## config.mk

```make
export PLATFORM = sky130hd
export DESIGN_NAME = wb_stage_flat
export DESIGN_NICKNAME = d
export VERILOG_FILES = /design/src/rtl/wb_stage_if.sv /design/src/rtl/wb_stage.sv /design/src/flat_wrapper.sv
export SDC_FILE = /design/constraint.sdc
export NUM_CORES = 1
export LEC_CHECK = 0
export ABC_CLOCK_PERIOD_IN_PS = 31600
export BUFFER_PORTS_ARGS = -buffer_cell sky130_fd_sc_hd__buf_2
export CORE_AREA = 2 2 212 214
export DETAILED_ROUTE_END_ITERATION = 6
export DIE_AREA = 0 0 214 216
export GPL_ROUTABILITY_DRIVEN = 0
export PLACE_DENSITY = 0.56
export SLEW_MARGIN = 20
export SYNTH_ARGS = -nofsm -noshare
export SYNTH_HDL_FRONTEND = slang
export SYNTH_SLANG_ARGS = --single-unit
```

## constraint.sdc

```tcl
create_clock -name clk -period 31.6 [get_ports clk]
set_clock_uncertainty 0.1 [all_clocks]
set_input_delay 9.48 -clock clk [delete_from_list [all_inputs] [get_ports clk]]
set_output_delay 9.48 -clock clk [all_outputs]
set_load 0.03 [all_outputs]
```

## src/rtl/wb_stage_if.sv

```systemverilog
// rtl/wb_stage_if.sv - memory-to-writeback handshake and payload bundle
interface wb_stage_if #(
    parameter int XLEN = 64
);
    logic            i_mem_valid;
    logic            o_mem_ready;
    logic [XLEN-1:0] i_pc;
    logic [31:0]     i_inst;
    logic [4:0]      i_rd;
    logic            i_rd_wen;
    logic            i_is_load;
    logic [2:0]      i_funct3;
    logic [2:0]      i_addr_off;
    logic [XLEN-1:0] i_alu_data;
    logic [XLEN-1:0] i_load_data;

    modport master (
        output i_mem_valid, i_pc, i_inst, i_rd, i_rd_wen, i_is_load,
               i_funct3, i_addr_off, i_alu_data, i_load_data,
        input  o_mem_ready
    );

    modport slave (
        input  i_mem_valid, i_pc, i_inst, i_rd, i_rd_wen, i_is_load,
               i_funct3, i_addr_off, i_alu_data, i_load_data,
        output o_mem_ready
    );
endinterface

```

## src/rtl/wb_stage.sv

```systemverilog
// rtl/wb_stage.sv - RV64 writeback stage: load extraction, result register, commit record, counters, trap halt
module wb_stage #(
    parameter int          XLEN      = 64,
    parameter logic [31:0] TRAP_INST = 32'h0000_006b
) (
    input  logic            clk,
    input  logic            rst,
    wb_stage_if.slave       mem,
    input  logic            i_hold,
    output logic [4:0]      o_rd,
    output logic            o_rd_wen,
    output logic [XLEN-1:0] o_rd_data,
    output logic            o_commit_valid,
    output logic [XLEN-1:0] o_commit_pc,
    output logic [31:0]     o_commit_inst,
    output logic [63:0]     o_cycle_cnt,
    output logic [63:0]     o_instret_cnt,
    output logic            o_halt
);
    logic            r_valid;
    logic [XLEN-1:0] r_pc;
    logic [31:0]     r_inst;
    logic [4:0]      r_rd;
    logic            r_rd_wen;
    logic [XLEN-1:0] r_data;
    logic            r_halt;
    logic [63:0]     r_cycle_cnt;
    logic [63:0]     r_instret_cnt;

    logic            w_fire;
    logic            w_retire;
    logic            w_trap_retire;
    logic [2:0]      w_masked_off;
    logic [XLEN-1:0] w_shifted;
    logic [XLEN-1:0] w_load_val;
    logic [XLEN-1:0] w_capture_data;

    assign mem.o_mem_ready = !r_halt && (!r_valid || !i_hold);
    assign w_fire          = mem.i_mem_valid && mem.o_mem_ready;
    assign w_retire        = r_valid && !i_hold;
    assign w_trap_retire   = w_retire && (r_inst == TRAP_INST);

    // Clear the low offset bits below the access size so the shift lands on the naturally aligned lane.
    always_comb begin
        w_masked_off = 3'd0;
        case (mem.i_funct3[1:0])
            2'b00:   w_masked_off = mem.i_addr_off;
            2'b01:   w_masked_off = {mem.i_addr_off[2:1], 1'b0};
            2'b10:   w_masked_off = {mem.i_addr_off[2], 2'b00};
            default: w_masked_off = 3'd0;
        endcase
    end

    assign w_shifted = mem.i_load_data >> {w_masked_off, 3'b000};

    always_comb begin
        w_load_val = '0;
        case (mem.i_funct3)
            3'b000:  w_load_val = {{(XLEN-8){w_shifted[7]}},   w_shifted[7:0]};
            3'b001:  w_load_val = {{(XLEN-16){w_shifted[15]}}, w_shifted[15:0]};
            3'b010:  w_load_val = {{(XLEN-32){w_shifted[31]}}, w_shifted[31:0]};
            3'b011:  w_load_val = w_shifted;
            3'b100:  w_load_val = {{(XLEN-8){1'b0}},  w_shifted[7:0]};
            3'b101:  w_load_val = {{(XLEN-16){1'b0}}, w_shifted[15:0]};
            3'b110:  w_load_val = {{(XLEN-32){1'b0}}, w_shifted[31:0]};
            default: w_load_val = '0;
        endcase
    end

    assign w_capture_data = mem.i_is_load ? w_load_val : mem.i_alu_data;

    always_ff @(posedge clk or posedge rst) begin
        if (rst) begin
            r_valid       <= 1'b0;
            r_pc          <= '0;
            r_inst        <= '0;
            r_rd          <= '0;
            r_rd_wen      <= 1'b0;
            r_data        <= '0;
            r_halt        <= 1'b0;
            r_cycle_cnt   <= '0;
            r_instret_cnt <= '0;
        end else begin
            r_cycle_cnt <= r_cycle_cnt + 64'd1;
            if (w_retire) begin
                r_instret_cnt <= r_instret_cnt + 64'd1;
            end
            if (w_trap_retire) begin
                r_halt <= 1'b1;
            end
            // Anything accepted on the edge the trap retires lies past the trap and is discarded.
            if (w_fire && !w_trap_retire) begin
                r_valid  <= 1'b1;
                r_pc     <= mem.i_pc;
                r_inst   <= mem.i_inst;
                r_rd     <= mem.i_rd;
                r_rd_wen <= mem.i_rd_wen && (mem.i_rd != 5'd0);
                r_data   <= w_capture_data;
            end else if (w_retire) begin
                r_valid  <= 1'b0;
            end
        end
    end

    assign o_rd           = r_rd;
    assign o_rd_data      = r_data;
    assign o_rd_wen       = w_retire && r_rd_wen;
    assign o_commit_valid = w_retire;
    assign o_commit_pc    = r_pc;
    assign o_commit_inst  = r_inst;
    assign o_cycle_cnt    = r_cycle_cnt;
    assign o_instret_cnt  = r_instret_cnt;
    assign o_halt         = r_halt;
endmodule

```

## src/flat_wrapper.sv

```systemverilog
// flat-port wrapper written by rule: the top's interface ports become plain ports
module wb_stage_flat 
#(
    parameter int          XLEN      = 64,
    parameter logic [31:0] TRAP_INST = 32'h0000_006b
)
  (clk, rst, i_hold, o_rd, o_rd_wen, o_rd_data, o_commit_valid, o_commit_pc, o_commit_inst, o_cycle_cnt, o_instret_cnt, o_halt, mem_i_mem_valid, mem_i_pc, mem_i_inst, mem_i_rd, mem_i_rd_wen, mem_i_is_load, mem_i_funct3, mem_i_addr_off, mem_i_alu_data, mem_i_load_data, mem_o_mem_ready);
  wb_stage_if #(.XLEN(XLEN)) mem_i ();
  input  logic clk;
  input  logic rst;
  input  logic i_hold;
  output logic [4:0] o_rd;
  output logic o_rd_wen;
  output logic [XLEN-1:0] o_rd_data;
  output logic o_commit_valid;
  output logic [XLEN-1:0] o_commit_pc;
  output logic [31:0] o_commit_inst;
  output logic [63:0] o_cycle_cnt;
  output logic [63:0] o_instret_cnt;
  output logic o_halt;
  input wire logic [$bits(mem_i.i_mem_valid)-1:0] mem_i_mem_valid;
  input wire logic [$bits(mem_i.i_pc)-1:0] mem_i_pc;
  input wire logic [$bits(mem_i.i_inst)-1:0] mem_i_inst;
  input wire logic [$bits(mem_i.i_rd)-1:0] mem_i_rd;
  input wire logic [$bits(mem_i.i_rd_wen)-1:0] mem_i_rd_wen;
  input wire logic [$bits(mem_i.i_is_load)-1:0] mem_i_is_load;
  input wire logic [$bits(mem_i.i_funct3)-1:0] mem_i_funct3;
  input wire logic [$bits(mem_i.i_addr_off)-1:0] mem_i_addr_off;
  input wire logic [$bits(mem_i.i_alu_data)-1:0] mem_i_alu_data;
  input wire logic [$bits(mem_i.i_load_data)-1:0] mem_i_load_data;
  output wire logic [$bits(mem_i.o_mem_ready)-1:0] mem_o_mem_ready;
  assign mem_i.i_mem_valid = mem_i_mem_valid;
  assign mem_i.i_pc = mem_i_pc;
  assign mem_i.i_inst = mem_i_inst;
  assign mem_i.i_rd = mem_i_rd;
  assign mem_i.i_rd_wen = mem_i_rd_wen;
  assign mem_i.i_is_load = mem_i_is_load;
  assign mem_i.i_funct3 = mem_i_funct3;
  assign mem_i.i_addr_off = mem_i_addr_off;
  assign mem_i.i_alu_data = mem_i_alu_data;
  assign mem_i.i_load_data = mem_i_load_data;
  assign mem_o_mem_ready = mem_i.o_mem_ready;
  wb_stage #(.XLEN(XLEN), .TRAP_INST(TRAP_INST)) u_core (.clk(clk), .rst(rst), .mem(mem_i), .i_hold(i_hold), .o_rd(o_rd), .o_rd_wen(o_rd_wen), .o_rd_data(o_rd_data), .o_commit_valid(o_commit_valid), .o_commit_pc(o_commit_pc), .o_commit_inst(o_commit_inst), .o_cycle_cnt(o_cycle_cnt), .o_instret_cnt(o_instret_cnt), .o_halt(o_halt));
endmodule
```

# ---- Word-level counts from Yosys, hierarchy flattened
# Cells that the tools add are included.
dict set report op_classes {
  multipliers 0
  n_div 0
  eq_ne 9
  n_reduce_logical 16
  bitwise 0
  shifts 1
  mux 5
  n_addsub 2
  n_lt_le_gt_ge 0
}
# op count
set op_table {}
lappend op_table {{one-hot mux 64 bit (7 select lines)} 1}
lappend op_table {{adder 64 x 1 -> 64 bit (second input constant)} 2}
lappend op_table {{2-to-1 mux 64 bit} 1}
lappend op_table {{>> shifter 64 x 6 -> 64 bit} 1}
lappend op_table {{== test 32 x 7 -> 1 bit (second input constant)} 1}
lappend op_table {{== test 3 bit (second input constant)} 3}
lappend op_table {{one-hot mux 3 bit (3 select lines)} 1}
lappend op_table {{logical AND 1 bit} 7}
lappend op_table {{== test 3 x 2 -> 1 bit (second input constant)} 2}
lappend op_table {{nonzero test 5 bit} 1}
lappend op_table {{zero test 1 bit} 4}
lappend op_table {{== test 3 x 1 -> 1 bit (second input constant)} 1}
lappend op_table {{zero test 3 bit} 1}
lappend op_table {{== test 2 x 1 -> 1 bit (second input constant)} 1}
lappend op_table {{== test 2 bit (second input constant)} 1}
lappend op_table {{zero test 2 bit} 1}
lappend op_table {{2-to-1 mux 1 bit} 2}
lappend op_table {{nonzero test 2 bit} 1}
lappend op_table {{logical OR 1 bit} 1}
dict set report totals {
  latchBits 0
  reg_bits 296
  wordCells 42
  romBits 0
  ram_bits 0
  n_memories 0
  input_bits 241
}

# ---- Logic depth before layout (Yosys ltp)
# Gate-level depths: netlist of the first run.
dict set report depth {
  depth_word 6
  depth_mapped 10
}

# ---- Worst setup path before layout of the first run
# Ideal clock, no wire load.
dict set report synth_path {
  path_kind {input to output}
  startpoint {in i_hold}
  endpoint {out o_rd_wen}
  stages 3
  arrival_ns 10.167
  path_buffers 1
  path_slack_ns 11.853
  cell_sequence {nor2b_1 -> buf_2 -> and2_1}
}
dict set report synth_between {
  elab_chain_len 3
}
# item line_no
set synth_lines {}
lappend synth_lines {{start, declared} flat_wrapper.sv:11} ;# input logic i_hold;
lappend synth_lines {{zero test 1 bit} wb_stage.sv:40} ;# assign w_retire = r_valid && !i_hold;
lappend synth_lines {{logical AND 1 bit} wb_stage.sv:40}
lappend synth_lines {{net o_commit_valid} flat_wrapper.sv:15} ;# output logic o_commit_valid;
lappend synth_lines {{logical AND 1 bit} wb_stage.sv:107} ;# assign o_rd_wen = w_retire && r_rd_wen;
lappend synth_lines {{end, declared} flat_wrapper.sv:13} ;# output logic o_rd_wen;
# The timed path passes the listed nets, and every way through them passes these cells.

# ---- Worst setup path after layout of the first run
dict set report layout_path {
  startpoint {in i_hold}
  endpoint {out o_rd_wen}
}
dict set report layout_between {
  elab_chain_len 3
}
# item line_no
set layout_lines {}
lappend layout_lines {{zero test 1 bit} wb_stage.sv:40}
lappend layout_lines {{logical AND 1 bit} wb_stage.sv:40}
lappend layout_lines {{logical AND 1 bit} wb_stage.sv:107}
# Every way passes these cells.

==> impl_metrics.tcl, run 1 <==
set metrics [dict create \
    fp.dieW_um 214 \
    synthTopCellsByArea "dfrtp_1 (51%), nand2_1 (10%), xnor2_1 (5.4%)" \
    htree_levels 2 \
    hpwl_um 37950 \
    synthesis.area_um2 14550 \
    worst-path-buf-inv 2 \
    max_cap_viol_count 0 \
    final-setup-viol-count 0 \
    via_per_inst 5.104 \
    synth-edff-count 0 \
    crit_fanout 10 \
    ctsResizeCount 0 \
    grt_first_pass_wirelength_um 80480 \
    initial_core_util_pct 33.19 \
    cp_cell_sequence "buf_2 -> nor2b_1 -> and2_1 -> buf_2" \
    synthCells 1537 \
    placed_cells 2587 \
    std_cell_rows 77 \
    first_pass_iters 5 \
    grt_pass1_vias 13460 \
    slew_headroom_pct 27.26 \
    synth_top_area_share_pct 50.92 \
    antenna_found_initial 10 \
    synth.yosys.seq_area_share_pct 50.92 \
    crit_slowest_cell "nor2b_1" \
    drcViolationCount 0 \
    cp.required_ps 22020 \
    fin_area_um2 18900 \
    finalHoldViolCount 0 \
    drive_gt1_share_pct 31.60 \
    synth_cell_types 61 \
    cp-start-kind "input port" \
    via_count 13550 \
    holdBufCountCts 0 \
    hp-class "register to register" \
    drt_iter0_drc 1095 \
    area_growth_pct 29.91 \
    worstSetupEndpointType "primary output" \
    p_per_area_nw_per_um2 57.90 \
    grt_start_max_net_pins 104 \
    synth-async-reset-ratio_pct 100.0 \
    rsz0062_at_grt "no" \
    synthesis.nets 1780 \
    nNetsFinal 2276 \
    io_buffers 537 \
    io_pins 538 \
    synth_most_common_cell "nand2_1" \
    final_cells 2654 \
    cts-root-buf "clkbuf_16" \
    crit_path_max_incr_delay_ps 650 \
    path_delay_family "simple AND/OR/NAND/NOR gates" \
    post-cts-setup-buffers 0 \
    max_freq_mhz 49.29 \
    grtUsageTotal_pct 22.18 \
    synth_top_area_cell "dfrtp_1" \
    insertion_delay_ps 550 \
    static-leakage-power_uw 0.009665 \
    fp.dieArea_um2 46220 \
    cp.arrival_ps 10710 \
    cpMostUsedCell "buf_2" \
    ys_warn_count 0 \
    wl_per_cell_um 19.76 \
    ant_nets 0 \
    critPathKind "input port to primary output" \
    core_um2 43840 \
    wl_um 52450 \
    worst_pin_slew_ps 1084 \
    overflow 0 \
    ys.flop_type "dfrtp_1" \
    ys_ff_latch 296 \
    cts_inserted_buffers 36 \
    post-route-period-util_pct 64.21 \
    synth_commonest_cells "nand2_1 (406), dfrtp_1 (296), xnor2_1 (90)" \
    fin_crit_ps 20290 \
    ir_drop_v 0.00003632 \
    finalMaxSlewViolations 0 \
    die_y_um 216 \
    clk_path_buf_depth 3 \
    status "completed" \
    setup-tns-final_ps 0 \
    cts_tree "built" \
    cts_sinks 296 \
    cts.clk_slew.worst_paths_ps 60 \
    syn_avg_cell_area_um2 9.465 \
    placed_cell_area_um2 17740 \
]
## area by class of cell
class	count	area (µm²)
Antenna cell	5	12.51
Clock buffer	54	1070
Clock inverter	8	75.07
Fill cell	4373	24940
Inverter	30	120.1
Multi-Input combinational cell	1117	6674
Sequential cell	296	7407
Tap cell	592	740.7
Timing Repair Buffer	552	2800
## through the flow
stage | worst slack [ps] | utilization [%] | power (µW) | hold WS (ps)
3_5_place_dp | 11310 | 40.47 | 693.0 | 356.7
3_3_place_gp | 11340 | 40.47 | 690.5 | 351.0
2_1_floorplan | 11850 | - | 599.6 | 341.8
5_1_grt | 11240 | 43.10 | 1144 | 385.3
6_report | 11310 | 43.11 | 1094 | 364.1
4_1_cts | 11310 | 43.09 | 1108 | 371.2
## flip-flops by register name, summed over array words and instances (netlist names), 5 cells and up
| register | flops |
|---|---|
| u_core.o_rd | 5 |
| u_core.o_instret_cnt | 64 |
| u_core.o_commit_pc | 64 |
| u_core.o_rd_data | 64 |
| u_core.o_commit_inst | 32 |
| u_core.o_cycle_cnt | 64 |
## worst register-to-register path, delay by kind of cell, from the launching register on
kind | cells | cell delay [ps]
buffers and inverters | 2 | 1500
AND/OR/NAND/NOR | 6 | 1860
flip-flops | 1 | 430
## metal layers
layer	part of all wire [%]	track usage, %
met5	0.10	0
met4	3.4	8.438
met3	8.4	7.075
met2	48	36.60
met1	40	27.06
## cell families (layout without fill, tap and decap cells)
group                      after synthesis  count (layout)  synth area share, %
AOI/OAI and AO/OA                      253             253                11.22
xor gates and xnor gates               125             125                7.526
adders and majority gates                2               2               0.1720
buffers and inverters                  124             644                3.492
DFF                                    296             296                50.92
muxes                                   39              39                4.515
other                                    0               5                    0
and+or+nand+nor                        698             698                22.16
## power by group
| group | leakage (µW) | switching, µW | internal (µW) | total [µW] |
|---|---|---|---|---|
| Combinational | 0.00530 | 171 | 72.6 | 244 |
| Clock | 0.000563 | 166 | 242 | 408 |
| Sequential | 0.00380 | 26.2 | 416 | 442 |
| Total | 0.00967 | 364 | 730 | 1090 |
## placed cells by master (no fill, tap or decap), drive strengths merged, types with 5 or more instances in the layout
cell type  count
clkbuf        54
xor2          35
nand2        406
nand3         59
a2111oi       14
nor2b         27
mux4          21
a22o           8
nand4         31
and2          14
nand2b         6
a21oi         67
diode          5
nor4          10
buf          552
a22oi         10
clkinv         5
dfrtp        296
nor2          68
and3          25
mux2i         15
inv           31
nor3          24
o22ai         26
and4          16
xnor2         90
o21ai         56
a31oi         11
a211oi        32
a221oi        15
## final timing paths
check                      slack (ps)  cells after the start                       end                     start
min reg2reg                       360                      2    u_core.o_commit_pc[57]    u_core.o_commit_pc[57]
max reg2reg                     27640                      8    u_core.o_commit_pc[42]  u_core.o_commit_inst[24]
max in group asynchronous       20960                      3    u_core.o_commit_pc[42]                       rst
min in group asynchronous        8960                      2  u_core.o_commit_inst[21]                       rst
max                             11310                      4                  o_rd_wen                    i_hold
min                               360                      2    u_core.o_commit_pc[57]    u_core.o_commit_pc[57]
(Power assumes the default switching activity.)
==> run 2: changes to the inputs <==
Settings changed: ABC_CLOCK_PERIOD_IN_PS 31600 to 20500.
Clock period 31.6 ns to 20.5 ns, I/O delays scaled along.
==> run 2 against run 1 <==
Compared with the run above:
- final area decreased by 0.19%
- worst setup slack got worse by 4500 ps
- clock-buffer cell count decreased by 6
- critical endpoint unchanged
- highest routed layer unchanged
==> impl_metrics.tcl, run 2 (synthesis results as in run 1) <==
set metrics [dict create \
    ir_drop_v 0.00004611 \
    drive_gt1_share_pct 31.37 \
    cpMostUsedCell "buf_2" \
    static-leakage-power_uw 0.009645 \
    crit_fanout 10 \
    via_per_inst 5.114 \
    hpwl_um 37990 \
    grt_start_max_net_pins 103 \
    drcViolationCount 0 \
    first_pass_iters 6 \
    cp_cell_sequence "buf_2 -> nor2b_1 -> and2_1 -> buf_2" \
    die_y_um 216 \
    cts.clk_slew.worst_paths_ps 60 \
    path_depth 4 \
    post-route-period-util_pct 66.70 \
    worst_pin_slew_ps 1133 \
    ant_nets 0 \
    final_core_util_pct 43.03 \
    critPathCapture "o_rd_wen" \
    seq_power_share_pct 40.6 \
    crit_slowest_cell "nor2b_1" \
    cts_sinks 296 \
    slew_headroom_pct 24.00 \
    grt_first_pass_wirelength_um 80400 \
    core_um2 43840 \
    r2r_end "u_core.o_commit_pc[46]" \
    layout.cells.most_common "buf_2" \
    nNetsFinal 2276 \
    rsz0062_at_grt "no" \
    power_frac_clock_pct 37.0 \
    max_cap_viol_count 0 \
    fp.dieArea_um2 46220 \
    cts-root-buf "clkbuf_16" \
    layout_common_cells "buf_2 (537), nand2_1 (406), dfrtp_1 (296), xnor2_1 (90), a21oi_1 (66)" \
    worstSetupEndpointType "primary output" \
    fin_crit_ps 13670 \
    reg2reg_slack_ps 16650 \
    combPwrFrac_pct 22.4 \
    drt_iter0_drc 987 \
    p_int_uw 1120 \
    wl_per_cell_um 19.62 \
    htree_levels 2 \
    io_buffers 537 \
    cts_inserted_buffers 36 \
    initial_core_util_pct 33.19 \
    fp.dieW_um 214 \
    status "completed" \
    grtUsageTotal_pct 22.06 \
    p_per_area_nw_per_um2 88.97 \
    hp-class "register to register" \
    ctsResizeCount 0 \
    cp.required_ps 14250 \
    nFillCells 4391 \
    clk_path_buf_depth 3 \
    cp.arrival_ps 7420 \
    critPathKind "input port to primary output" \
    io_pins 538 \
    power_switching_uw 558.4 \
    worst-r2r-cell-count 8 \
    max_freq_mhz 73.14 \
    grt_pass1_vias 13460 \
    final-setup-viol-count 0 \
    setup-tns-final_ps 0 \
    holdBufCountCts 0 \
    switching_share_pct 33.27 \
    insertion_delay_ps 540 \
    post-cts-setup-buffers 0 \
    wl_um 51980 \
    finalHoldViolCount 0 \
    finalMaxSlewViolations 0 \
    area_growth_pct 29.66 \
    worst-path-buf-inv 2 \
    path_delay_family "simple AND/OR/NAND/NOR gates" \
    via_count 13550 \
    crit-reg2reg-launch "u_core.o_commit_inst[8]" \
    startpoint "i_hold" \
    cp-start-kind "input port" \
    antenna_found_initial 9 \
    overflow 0 \
    cts_tree "built" \
    std_cell_rows 77 \
    crit_path_max_incr_delay_ps 690 \
]
run 2: metrics by stage:
| stage | setup slack [ps] | power [µW] | std cells | cell area (µm²) | hold WS, ps |
|---|---|---|---|---|---|
| finish | 6827 | 1678 | 2649 | 18860 | 367.0 |
| global route | 6780 | 1758 | 2648 | 18860 | 382.6 |
| CTS | 6856 | 1700 | 2645 | 18850 | 372.0 |
| detailed placement | 6860 | 1069 | 2587 | 17740 | 356.8 |
| global placement | 6887 | 1065 | 2587 | 17740 | 351.9 |
| floorplan | 6074 | 924.3 | 1537 | 14550 | 341.8 |
run 2: how the worst min path moves through the flow:
stage,start,endpoint,cells after the start
global route,u_core.o_cycle_cnt[63],u_core.o_cycle_cnt[63],1
floorplan,u_core.r_rd_wen,u_core.r_rd_wen,2
detailed placement,u_core.o_commit_pc[12],u_core.o_commit_pc[12],2
global placement,u_core.o_cycle_cnt[63],u_core.o_cycle_cnt[63],1
CTS,u_core.o_commit_pc[3],u_core.o_commit_pc[3],2
finish,u_core.o_commit_pc[2],u_core.o_commit_pc[2],2
run 2: area by class of cell:
type | count | area (µm²) | share of cell area (%)
Multi-Input combinational cell | 1117 | 6674 | 35.38
Clock buffer | 48 | 955.9 | 5.068
Tap cell | 592 | 740.7 | 3.927
Sequential cell | 296 | 7407 | 39.27
Antenna cell | 4 | 10.01 | 0.05306
Clock inverter | 10 | 155.1 | 0.8225
Inverter | 30 | 120.1 | 0.6368
Timing Repair Buffer | 552 | 2800 | 14.84
run 2: power groups by stage:
stage	registers (µW)	logic (µW)	clock network (µW)
2_1_floorplan	799	125	0
3_3_place_gp	689	375	0
3_5_place_dp	690	379	0
4_1_cts	682	379	639
5_1_grt	689	404	665
6_report	682	376	620
run 2: tightest hold or removal path: cells and delay by family (launching register included):
kind | cells | cell delay (ps)
flops | 1 | 330
simple gates | 2 | 100
run 2: routing by layer:
metal	vias up	track usage, %	wire (µm)
li1	6312	-	-
met1	6553	27.04	20830
met5	-	0	46
met2	568	36.98	25200
met3	107	6.610	4289
met4	8	7.599	1610
==> run 3: changes to the inputs <==
Settings changed: ABC_CLOCK_PERIOD_IN_PS 20500 to 12200, PLACE_DENSITY 0.56 to 0.59.
Clock period 20.5 ns to 12.2 ns, I/O delays scaled along.
==> run 3 against run 2 <==
Compared with the run above:
- core utilization barely moved
- die area did not move
- highest routed layer unchanged
- clock-buffer cell count rose by 4
- final area barely moved
- largest power group unchanged
- total power rose by 68%
==> impl_metrics.tcl, run 3 (synthesis results as in run 1) <==
set metrics [dict create \
    fin_crit_ps 8758 \
    layout_common_cells "buf_2 (537), nand2_1 (406), dfrtp_1 (296), xnor2_1 (90), a21oi_1 (66)" \
    grtUsageTotal_pct 21.72 \
    worst_pin_slew_ps 1043 \
    drcViolationCount 0 \
    post-route-period-util_pct 71.78 \
    std_cell_rows 77 \
    wl_per_cell_um 19.51 \
    rsz0062_at_grt "no" \
    drive_gt1_share_pct 31.80 \
    clk_path_buf_depth 3 \
    critPathKind "input port to primary output" \
    first_pass_iters 7 \
    ant_nets 0 \
    grt_pass1_vias 13470 \
    cp-start-kind "input port" \
    antenna_found_initial 6 \
    register_area_um2 7407 \
    holdBufCountCts 0 \
    io_pins 538 \
    cts-root-buf "clkbuf_16" \
    hpwl_um 37500 \
    post-cts-setup-buffers 0 \
    fp.dieW_um 214 \
    nNetsFinal 2276 \
    cts.clk_slew.worst_paths_ps 50 \
    area_growth_pct 29.78 \
    die_y_um 216 \
    io_buffers 537 \
    ctsResizeCount 0 \
    multi_input_area_um2 6669 \
    initial_core_util_pct 33.19 \
    max_cap_viol_count 0 \
    ir_drop_v 0.00007079 \
    setup-tns-final_ps 0 \
    cts_tree "built" \
    finalMaxSlewViolations 0 \
    overflow 0 \
    p_per_area_nw_per_um2 149.3 \
    layout.cells.most_common "buf_2" \
    hold_depth 2 \
    slew_headroom_pct 30.03 \
    grt_start_max_net_pins 90 \
    placed_cell_area_um2 17740 \
    drt_iter0_drc 1016 \
    via_count 13630 \
    worst-r2r-cell-count 7 \
    cts_sinks 296 \
    finalHoldViolCount 0 \
    wl_um 51770 \
    max_freq_mhz 114.2 \
    crit_fanout 10 \
    fin_area_um2 18880 \
    cp.required_ps 8440 \
    insertion_delay_ps 530 \
    grt_first_pass_wirelength_um 79180 \
    final-setup-viol-count 0 \
    static-leakage-power_uw 0.009668 \
    worstSetupEndpointType "primary output" \
    nFillCells 4385 \
    status "completed" \
    core_um2 43840 \
    cp.arrival_ps 5000 \
    htree_levels 2 \
    fp.dieArea_um2 46220 \
    hp-class "register to register" \
    cts_inserted_buffers 36 \
    via_per_inst 5.137 \
]
[run 3: cell types whose count changed in the layout (fill, tap and decap cells not counted), sizes merged]
cell and delta:
bufinv -3, clkbuf +4, clkinv +4, clkinvlp +2, diode -3
[run 3: cell type report]
type,instances,share of cell area (%)
multi-input combinational,1117,35.32
antenna,1,0.01325
inverter,30,0.6362
clock buffer,52,5.627
timing repair buffer,552,14.83
sequential,296,39.23
clock inverter,13,0.4109
tap,592,3.923
[run 3: final timing paths]
path                                          start                  endpoint  slack [ps]
max                                          i_hold                  o_rd_wen        3440
min                           u_core.o_commit_pc[9]     u_core.o_commit_pc[9]         360
max reg2reg                u_core.o_commit_inst[24]    u_core.o_commit_pc[18]        8420
min reg2reg                   u_core.o_commit_pc[9]     u_core.o_commit_pc[9]         360
max in group asynchronous                       rst    u_core.o_commit_pc[10]        6690
min in group asynchronous                       rst  u_core.o_commit_inst[14]        3100
[run 3: worst max-delay path: stages]
cell     delay, ps
buf_2          120
nor2b_1        750
and2_1         260
buf_2          200
[run 3: per-layer routing]
| metal | up-vias | routed length, µm | track usage (%) |
|---|---|---|---|
| met1 | 6531 | 20320 | 26.43 |
| li1 | 6311 | - | - |
| met4 | 10 | 1833 | 8.112 |
| met2 | 647 | 24860 | 36.14 |
| met3 | 129 | 4695 | 6.794 |
| met5 | - | 62 | 0 |
[run 3: power by group]
part | switching (µW) | leakage [µW] | internal (µW)
combinational | 446 | 0.00530 | 188
sequential | 69.1 | 0.00380 | 1080
clock | 431 | 0.000566 | 607
[run 3: stage by stage]
step                      hold WS (ps)  worst slack, ps  instances  utilization, %  power (µW)
after floorplan                  341.8            264.2       1537               -        1553
after global placement           352.0             3488       2587           40.46        1788
after detailed placement         355.9             3443       2587           40.46        1798
after CTS                        366.3             3433       2652           43.06        2853
after global routing             386.3             3395       2653           43.07        2950
final                            364.3             3442       2653           43.07        2819
